$ cat config.mk
export PLATFORM = sky130hd
export DESIGN_NAME = seg7_dec_scan
export DESIGN_NICKNAME = d
export VERILOG_FILES = /design/src/rtl/seg7_pkg.sv /design/src/rtl/bin2bcd_seq.sv /design/src/rtl/seg7_dec_scan.sv
export SDC_FILE = /design/constraint.sdc
export NUM_CORES = 1
export LEC_CHECK = 0
export CAP_MARGIN = 20
export CORE_MARGIN = 4
export CORE_UTILIZATION = 55
export CTS_CLUSTER_DIAMETER = 50
export DETAILED_ROUTE_END_ITERATION = 16
export PLACE_DENSITY = 0.79
export SYNTH_ARGS = -nofsm -noshare
export SYNTH_HDL_FRONTEND = slang
export SYNTH_SLANG_ARGS = --single-unit
$ cat constraint.sdc
create_clock -name in_clk -period 6.8 [get_ports in_clk]
set_clock_uncertainty 0.2 [all_clocks]
set_input_delay 1.36 -clock in_clk [delete_from_list [all_inputs] [get_ports in_clk]]
set_output_delay 1.36 -clock in_clk [all_outputs]
set_load 0.02 [all_outputs]
$ cat src/rtl/seg7_pkg.sv
// Shared types and constants for the decimal 7-segment display stage.
package seg7_pkg;

  localparam int unsigned HALF_W       = 16;
  localparam int unsigned BCD_DIGITS   = 5;
  localparam int unsigned BCD_W        = 4 * BCD_DIGITS;
  localparam int unsigned SHIFT_CYCLES = 16;
  localparam int unsigned CNT_W        = $clog2(SHIFT_CYCLES);

  localparam logic [7:0] SEG_BLANK = 8'hFF;

  typedef enum logic [1:0] {
    ST_IDLE,
    ST_SHIFT,
    ST_COMMIT
  } state_e;

  // One committed half: four BCD digits plus the over-range flag.
  typedef struct packed {
    logic        sat;
    logic [15:0] digits;
  } disp_t;

  function automatic logic [7:0] digit_to_seg(input logic [3:0] d);
    logic [7:0] seg;
    case (d)
      4'd0:    seg = 8'hC0;
      4'd1:    seg = 8'hF9;
      4'd2:    seg = 8'hA4;
      4'd3:    seg = 8'hB0;
      4'd4:    seg = 8'h99;
      4'd5:    seg = 8'h92;
      4'd6:    seg = 8'h82;
      4'd7:    seg = 8'hF8;
      4'd8:    seg = 8'h80;
      4'd9:    seg = 8'h90;
      default: seg = SEG_BLANK;
    endcase
    return seg;
  endfunction

  // Values above 9999 clamp to 9999 and raise the dp flag.
  function automatic disp_t to_disp(input logic [BCD_W-1:0] bcd);
    disp_t d;
    if (bcd[BCD_W-1:HALF_W] != 4'd0) begin
      d.sat    = 1'b1;
      d.digits = 16'h9999;
    end else begin
      d.sat    = 1'b0;
      d.digits = bcd[HALF_W-1:0];
    end
    return d;
  endfunction

endpackage

$ cat src/rtl/bin2bcd_seq.sv
// Sequential 16-bit double-dabble datapath; one bit consumed per step.
module bin2bcd_seq
  import seg7_pkg::*;
(
  input  logic              in_clk,
  input  logic              in_rst,
  input  logic              start,
  input  logic              step,
  input  logic [HALF_W-1:0] bin,
  output logic [BCD_W-1:0]  bcd
);

  logic [HALF_W-1:0] sr_q;
  logic [BCD_W-1:0]  acc_q;
  logic [BCD_W-1:0]  acc_adj_c;

  always_comb begin
    acc_adj_c = acc_q;
    for (int i = 0; i < BCD_DIGITS; i++) begin
      if (acc_q[4*i +: 4] >= 4'd5) acc_adj_c[4*i +: 4] = acc_q[4*i +: 4] + 4'd3;
    end
  end

  always_ff @(posedge in_clk or negedge in_rst) begin
    if (!in_rst) begin
      sr_q  <= '0;
      acc_q <= '0;
    end else if (start) begin
      sr_q  <= bin;
      acc_q <= '0;
    end else if (step) begin
      {acc_q, sr_q} <= (BCD_W + HALF_W)'({acc_adj_c, sr_q} << 1);
    end
  end

  assign bcd = acc_q;

endmodule

$ cat src/rtl/seg7_dec_scan.sv
// Binary-to-decimal 8-digit multiplexed 7-segment driver.
// Optional macro SEG7_LEADING_ZERO_BLANK_EN blanks leading zeros per half.
module seg7_dec_scan
  import seg7_pkg::*;
#(
  parameter int unsigned SCAN_DIV = 50000
) (
  input  logic        in_clk,
  input  logic        in_rst,
  input  logic [31:0] in_data,
  input  logic        in_valid,
  output logic        o_busy,
  output logic [7:0]  o_seg,
  output logic [7:0]  o_sel
);

  localparam int unsigned DIV_W = (SCAN_DIV > 1) ? $clog2(SCAN_DIV) : 1;

  state_e           state_q, state_d;
  logic [CNT_W-1:0] bit_cnt_q, bit_cnt_d;
  logic             busy_d;
  logic             start_c, step_c, commit_c;
  logic [BCD_W-1:0] bcd_l, bcd_r;
  disp_t            disp_l_q, disp_r_q;

  always_comb begin
    state_d   = state_q;
    bit_cnt_d = bit_cnt_q;
    start_c   = 1'b0;
    step_c    = 1'b0;
    commit_c  = 1'b0;
    case (state_q)
      ST_IDLE: begin
        if (in_valid) begin
          start_c   = 1'b1;
          bit_cnt_d = '0;
          state_d   = ST_SHIFT;
        end
      end
      ST_SHIFT: begin
        step_c    = 1'b1;
        bit_cnt_d = bit_cnt_q + CNT_W'(1);
        if (bit_cnt_q == CNT_W'(SHIFT_CYCLES - 1)) state_d = ST_COMMIT;
      end
      ST_COMMIT: begin
        commit_c = 1'b1;
        state_d  = ST_IDLE;
      end
      default: state_d = ST_IDLE;
    endcase
    busy_d = (state_d != ST_IDLE);
  end

  always_ff @(posedge in_clk or negedge in_rst) begin
    if (!in_rst) begin
      state_q   <= ST_IDLE;
      bit_cnt_q <= '0;
      o_busy    <= 1'b0;
    end else begin
      state_q   <= state_d;
      bit_cnt_q <= bit_cnt_d;
      o_busy    <= busy_d;
    end
  end

  bin2bcd_seq u_conv_l (
    .in_clk (in_clk),
    .in_rst (in_rst),
    .start  (start_c),
    .step   (step_c),
    .bin    (in_data[31:16]),
    .bcd    (bcd_l)
  );

  bin2bcd_seq u_conv_r (
    .in_clk (in_clk),
    .in_rst (in_rst),
    .start  (start_c),
    .step   (step_c),
    .bin    (in_data[15:0]),
    .bcd    (bcd_r)
  );

  // Scan reads only these, so a conversion in flight never tears the display.
  always_ff @(posedge in_clk or negedge in_rst) begin
    if (!in_rst) begin
      disp_l_q <= '0;
      disp_r_q <= '0;
    end else if (commit_c) begin
      disp_l_q <= to_disp(bcd_l);
      disp_r_q <= to_disp(bcd_r);
    end
  end

  logic [DIV_W-1:0] div_q;
  logic [2:0]       idx_q;

  always_ff @(posedge in_clk or negedge in_rst) begin
    if (!in_rst) begin
      div_q <= '0;
      idx_q <= '0;
    end else if (div_q == DIV_W'(SCAN_DIV - 1)) begin
      div_q <= '0;
      idx_q <= idx_q + 3'd1;
    end else begin
      div_q <= div_q + DIV_W'(1);
    end
  end

  disp_t      half_c;
  logic [1:0] pos_c;
  logic [3:0] nib_c;
  logic [7:0] seg_c;
  logic [7:0] sel_c;

  always_comb begin
    half_c = idx_q[2] ? disp_l_q : disp_r_q;
    pos_c  = idx_q[1:0];
    nib_c  = 4'(half_c.digits >> {pos_c, 2'b00});
    seg_c  = digit_to_seg(nib_c);
`ifdef SEG7_LEADING_ZERO_BLANK_EN
    // Ones digit is never blanked; saturated halves always show 9999.
    if (!half_c.sat) begin
      case (pos_c)
        2'd3:    if (half_c.digits[15:12] == 4'd0)  seg_c = SEG_BLANK;
        2'd2:    if (half_c.digits[15:8]  == 8'd0)  seg_c = SEG_BLANK;
        2'd1:    if (half_c.digits[15:4]  == 12'd0) seg_c = SEG_BLANK;
        default: ;
      endcase
    end
`endif
    if (half_c.sat && (pos_c == 2'd3)) seg_c[7] = 1'b0;
    sel_c = ~(8'(1) << idx_q);
  end

  always_ff @(posedge in_clk or negedge in_rst) begin
    if (!in_rst) begin
      o_seg <= SEG_BLANK;
      o_sel <= 8'hFF;
    end else begin
      o_seg <= seg_c;
      o_sel <= sel_c;
    end
  end

endmodule

# Word-level counts from Yosys, hierarchy flattened
# Memory sizes are Yosys's and may differ from the RTL's. A register that Yosys moved wholly into a read port is not among the register bits.
# Cells that the tools add are included.
[word_totals] register_bits=148 mem_bits_ro=112 in_bits=35 output_inout_bits=17 wordCells=89 memories=1
[memory_table] name="(name not given)" depth=16 width=7 read_ports=1 rd_ports_with_merged_regs=1 write_ports=0 line="seg7_pkg.sv:26" rtl="case (d)"
[op_classes] add_sub_neg=13 n_lt_le_gt_ge=10 n_eq_ne=6 n_shift=2 muxes=32 bitwise_logic=1 n_reduce_logical=9
[op_table] operator="$mux W16" n=5
[op_table] operator="$mux W20" n=4
[op_table] operator="$mux W17" n=3
[op_table] operator="$ge A4 B3 Y1 const B" n=10
[op_table] operator="$mux W4" n=9
[op_table] operator="$add A4 B2 Y4 const B" n=8
[op_table] operator="$add A16 B1 Y16 const B" n=1
[op_table] operator="$eq A16 B16 Y1 const B" n=1
[op_table] operator="$shr A16 B4 Y4" n=1
[op_table] operator="$not A8 Y8" n=1
[op_table] operator="$pmux W4 S2" n=1
[op_table] operator="$reduce_bool A4 Y1" n=2
[op_table] operator="$shl A1 B3 Y8 const A" n=1
[op_table] operator="$add A3 B2 Y3 const B" n=2
[op_table] operator="$mux W3" n=2
[op_table] operator="$reduce_bool A2 Y1" n=3
[op_table] operator="$mux W1" n=5
[op_table] operator="$add A4 B1 Y4 const B" n=1
[op_table] operator="$eq A2 B2 Y1 const B" n=2
[op_table] operator="$eq A4 B4 Y1 const B" n=1
[op_table] operator="$mux W2" n=2
[op_table] operator="$pmux W2 S2" n=1
[op_table] operator="$add A3 B1 Y3 const B" n=1
[op_table] operator="$eq A2 B1 Y1 const B" n=1
[op_table] operator="5 further kinds" n=5

# Depth between registers and ports, before layout
[depth] word_depth=4 depth_mapped=8 depth_no_buf=7

# Hierarchy
# Synthesis repeated with hierarchy kept, for this count alone.
[hier_totals] cells_unflattened=681 area_unflattened_um2=7409.6
[modules_own_cells] module="bin2bcd_seq" n_inst=2 cells_per_inst=208 area_each_um2=2014.4 seq_area_each_um2=900.9
[modules_own_cells] module="seg7_dec_scan" n_inst=1 cells_per_inst=265 area_each_um2=3380.7 seq_area_each_um2=1921.8

# Least setup slack after synthesis
# No wires, ideal clock.
[synth_path] path_kind="input to register" from="input in_valid" to="register u_conv_l.acc_q[12] (netlist: u_conv_l.bcd[12])" setup_ns=0.140 t_arrival_ns=2.306 required_time_ns=6.460 setup_slack_ns=4.154 path_stages=4 n_path_buf=2 path_cell_list="nor3b_1 clkbuf_1 clkbuf_1 o32ai_1"
[synth_between] elab_chain_cells=3 elab_cells_between_ends=4 classes_between="mux: 3; reduce/logical: 1"
[synth_rtl] element="start, declared" line="seg7_dec_scan.sv:11" rtl="input logic in_valid,"
[synth_rtl] element="$mux W1 *" line="seg7_dec_scan.sv:34" rtl="if (in_valid) begin"
[synth_rtl] element="$mux W1 *" line="seg7_dec_scan.sv:32" rtl="case (state_q)"
[synth_rtl] element="$mux W20 or $reduce_bool A2 Y1 (tied branches)"
[synth_rtl] element="end signal, assigned" line="bin2bcd_seq.sv:32" rtl="{acc_q, sr_q} <= (BCD_W + HALF_W)'({acc_adj_c, sr_q} << 1);"
[synth_rtl] element="end, declared" line="bin2bcd_seq.sv:14" rtl="logic [BCD_W-1:0] acc_q;"
# Mark *: on every way between the ends. The rest lies on a longest branch, timed or not.
# A chain may end at the register's enable or synchronous reset.

# Final worst setup path
[layout_path] from="input in_valid" to="register bit_cnt_q[2]"
[layout_between] elab_chain_cells=2
[layout_rtl] element="$ne A2 B2 Y1 (no line)"
[layout_rtl] element="$reduce_and A2 Y1 (no line)"
[layout_rtl] element="end signal, assigned" line="seg7_dec_scan.sv:61" rtl="bit_cnt_q <= bit_cnt_d;"
[layout_rtl] element="end, declared" line="seg7_dec_scan.sv:20" rtl="logic [CNT_W-1:0] bit_cnt_q, bit_cnt_d;"
# Every way passes these cells.

==> metrics.md <==
| Metric | Value |
|---|---|
| Syn Nets | `about 790` |
| TritonCTS clock tree | `yes` |
| Vias in the first global route | `between 5000 and 6000` |
| Worst setup margin | `about 3600 ps` |
| Number of antenna violations at the first check in global routing | `0` |
| Slew @ Worst Pin | `886 ps` |
| Cells after Synth | `around 720` |
| Via count | `between 5000 and 6000` |
| Port bufs | `51` |
| Tmin final | `~3200 ps` |
| Drt pass-1 iters | `5` |
| Aggregate routed wire length | `15100 um` |
| Row cnt | `41` |
| Largest net degree at the start of global routing | `99` |
| MaxCap Viol Count | `0` |
| Reg2reg start | `idx_q[2]$_DFFE_PN0N_` |
| Post-CTS setup buffers | `0` |
| Vias per cell | `5.67` |
| P&R area growth vs syn | `18.3%` |
| Setup CP Type | `in -> reg` |
| Fraction of registers with async set/reset | `100%` |
| Antenna Violating Nets Remaining | `0` |
| Busiest grt layer | `met2` |
| Combinational Power Share | `about a third` |
| Die Width | `~120 um` |
| WL per Instance | `approximately 16 um` |
| Initial Util | `between 50% and 60%` |
| Total gr overflow | `0` |
| Post-Place Worst Slack | `roughly 3200 ps` |
| Most common cell after layout, fill and taps aside | `nand2_1` |
| Final Setup Violations | `0` |
| Full die area | `0.0149 mm^2` |
| First-pass GRT wire length | `between 20000 and 30000 um` |
| Antenna diodes | `0` |
| Sw frac | `about a third` |
| Clock latency on the worst-skew pair | `approximately 420 ps` |
| Final worst path period share | `between 40% and 50%` |
| Most frequent cells in the layout | `169 x nand2_1, 132 x dfrtp_1, 50 x clkdlybuf4s50_1` |
| CTS Root Cell | `clkbuf_16` |
| Synth cell types | `45` |
| Buf/Inv on CP | `3` |
| CP startpoint | `in_valid` |
| Seq/Total Area, Yosys | `52.1%` |
| Hold-fix buffer count after cts | `0` |
| Power per Cell Area | `roughly 410 mW/mm^2` |
| Critical Path Max Stage Delay | `440 ps` |
| Cell Chain, Critical Path | `clkdlybuf4s50_1, nor3b_2, buf_4, nor2_2, buf_4, o21ai_0, o21ai_0` |
| M1 GR Usage | `27.7%` |
| Sum of negative setup slack | `0 ps` |
| Grt met3 use | `under 10%` |
| Slew headroom | `between 40% and 50%` |
| Count of final hold-check violations | `0` |
| Mean post-synth cell area | `9.96 um^2` |
| Yosys warns | `0` |
| Crit path max-delay family | `buffers and inverters` |
| Post_cts resized | `0` |
| Ys flop type | `dfrtp_1` |
| NumNets Final | `a little over 800` |
| Post-DP HPWL | `9840 um` |
| Min-Delay Path Class | `reg -> reg` |
| Worst Path Arrival | `3330 ps` |
| Die H | `roughly 120 um` |
| R2R setup slack | `a little over 4000 ps` |
| Io pins | `52` |
| Total track usage | `21.9%` |
| # DRC | `0` |
| DR iter-0 viols | `between 400 and 500` |
| P_leak | `between 3 and 4 nW` |
| Worst r2r dst | `o_seg[0]$_DFF_PN1_` |
| Outcome | `completed` |
| Clock share of power | `29.0%` |
| Psw | `between 1 and 1.5 mW` |
| Synthesized flop and latch total | `148` |
| Worst hold path startpoint | `u_conv_l.sr_q[15]$_DFFE_PN0P_` |
| Total Power | `3.51 mW` |
| Crit path depth | `7` |
| Max Fclk | `313 MHz` |
| H-tree depth | `4` |
| Part of the power in registers | `between 30% and 40%` |
| Worst vdd ir | `approximately 0.00029 V` |
| Total core area | `approximately 0.013 mm^2` |
| Req. time, crit path | `between 6000 and 7000 ps` |
| Hold endpoint | `u_conv_l.sr_q[15]$_DFFE_PN0P_` |
| Setup crit end kind | `flop` |
| Met2 GRT Util | `between 30 and 40%` |
| Max-slew violations | `0` |
| Slowest cell on crit path | `nor2_2` |
| CTS max path bufs | `2` |
| R2R cell count | `6` |
| Hold Crit Depth | `2` |
| Critical-path maximum fanout | `48` |
| Layout cells sized above 1 | `between 10% and 20%` |
| Cell Int Power | `2.33 mW` |
| Clock sinks | `roughly 150` |
| Mapped cell area | `~0.007 mm^2` |
| EDFF count, synth | `0` |
| Clock Pin Slew Worst Setup and Hold Paths | `roughly 60 ps` |
| RSZ-0062 raised after global routing | `no` |
| CP Launch Type | `input pin` |
| CTS Buf Count | `17` |
| Routability cong. | `just over 0.8` |
[cells in the mapped netlist, types with 8 or more instances]
master	instances	area [um^2]
nand2_1	169	634
dfrtp_1	132	3300
o21ai_0	48	240
nand3_1	45	225
ha_1	35	438
clkbuf_1	33	124
a21oi_1	31	155
a22oi_1	31	233
inv_1	30	113
xor2_1	17	149
dfstp_2	16	420
nor2_1	16	60.1
xnor2_1	14	123
nand2b_1	12	75.1
mux2_2	11	124
nor3_1	11	55.1
o211ai_1	8	60.1
o32ai_1	8	70.1
[worst max path at each step]
stage                                    to  slack (ps)
2_1_floorplan  u_conv_l.bcd[12]$_DFFE_PN0P_        4150
3_5_place_dp       bit_cnt_q[2]$_DFFE_PN0P_        3190
3_3_place_gp       bit_cnt_q[2]$_DFFE_PN0P_        3230
6_report           bit_cnt_q[2]$_DFFE_PN0P_        3610
4_1_cts            bit_cnt_q[2]$_DFFE_PN0P_        3610
5_1_grt            bit_cnt_q[2]$_DFFE_PN0P_        3450
[worst reg2reg max path, stage by stage (launching register included)]
cell,delay (ps)
dfrtp_1,770
mux4_2,600
mux2i_1,380
inv_1,120
ha_1,190
mux2i_1,200
a2bb2oi_1,110
[logic make-up (layout without fill, tap and decap cells)]
group | after synthesis | in the layout | synth area share, %
fa+ha+maj | 35 | 35 | 6.12
xor+xnor | 31 | 31 | 3.80
compound gates | 136 | 136 | 11.8
simple gates | 273 | 273 | 16.8
flops | 148 | 148 | 52.1
buf+inv | 68 | 122 | 3.74
mux | 27 | 27 | 5.72
[per-layer routing]
| layer | vias up | routed length (um) |
|---|---|---|
| li1 | 2536 | - |
| met1 | 2627 | 6470 |
| met2 | 159 | 7580 |
| met3 | 29 | 754 |
| met4 | 0 | 270 |
| met5 | - | 0 |
[through the flow]
step	instance area [um^2]	hold WS [ps]	instances	util, %
floorplan	7150	241	718	-
global placement	7800	256	911	61.5
global route	8460	288	944	66.8
detailed placement	7820	264	912	61.7
finish	8460	274	944	66.8
CTS	8460	280	944	66.8
[layout make-up]
type,count,area (um^2)
Clock buffer,23,468
Tap cell,172,215
Fill cell,1004,4210
Clock inverter,9,176
Inverter,31,116
Sequential cell,148,3720
Multi-Input combinational cell,502,3180
Timing Repair Buffer,59,584
[state kept, by name, summed over array words and instances (netlist names)]
register and count:
u_conv_l.sr_q 16, u_conv_r.bcd 20, idx_q 3, state_q 2
u_conv_l.bcd 20, o_seg 8, o_busy 1, o_sel 8
disp_r_q 17, disp_l_q 17, div_q 16, u_conv_r.sr_q 16
bit_cnt_q 4
[power groups by stage]
stage / combinational, mW / sequential, mW / clock (mW)
detailed placement: 1.11 / 1.39 / 0
global placement: 1.02 / 1.37 / 0
finish: 1.11 / 1.38 / 1.02
global route: 1.26 / 1.42 / 1.07
floorplan: 0.841 / 1.34 / 0
CTS: 1.12 / 1.38 / 1.03
(Power assumes the default switching activity.)
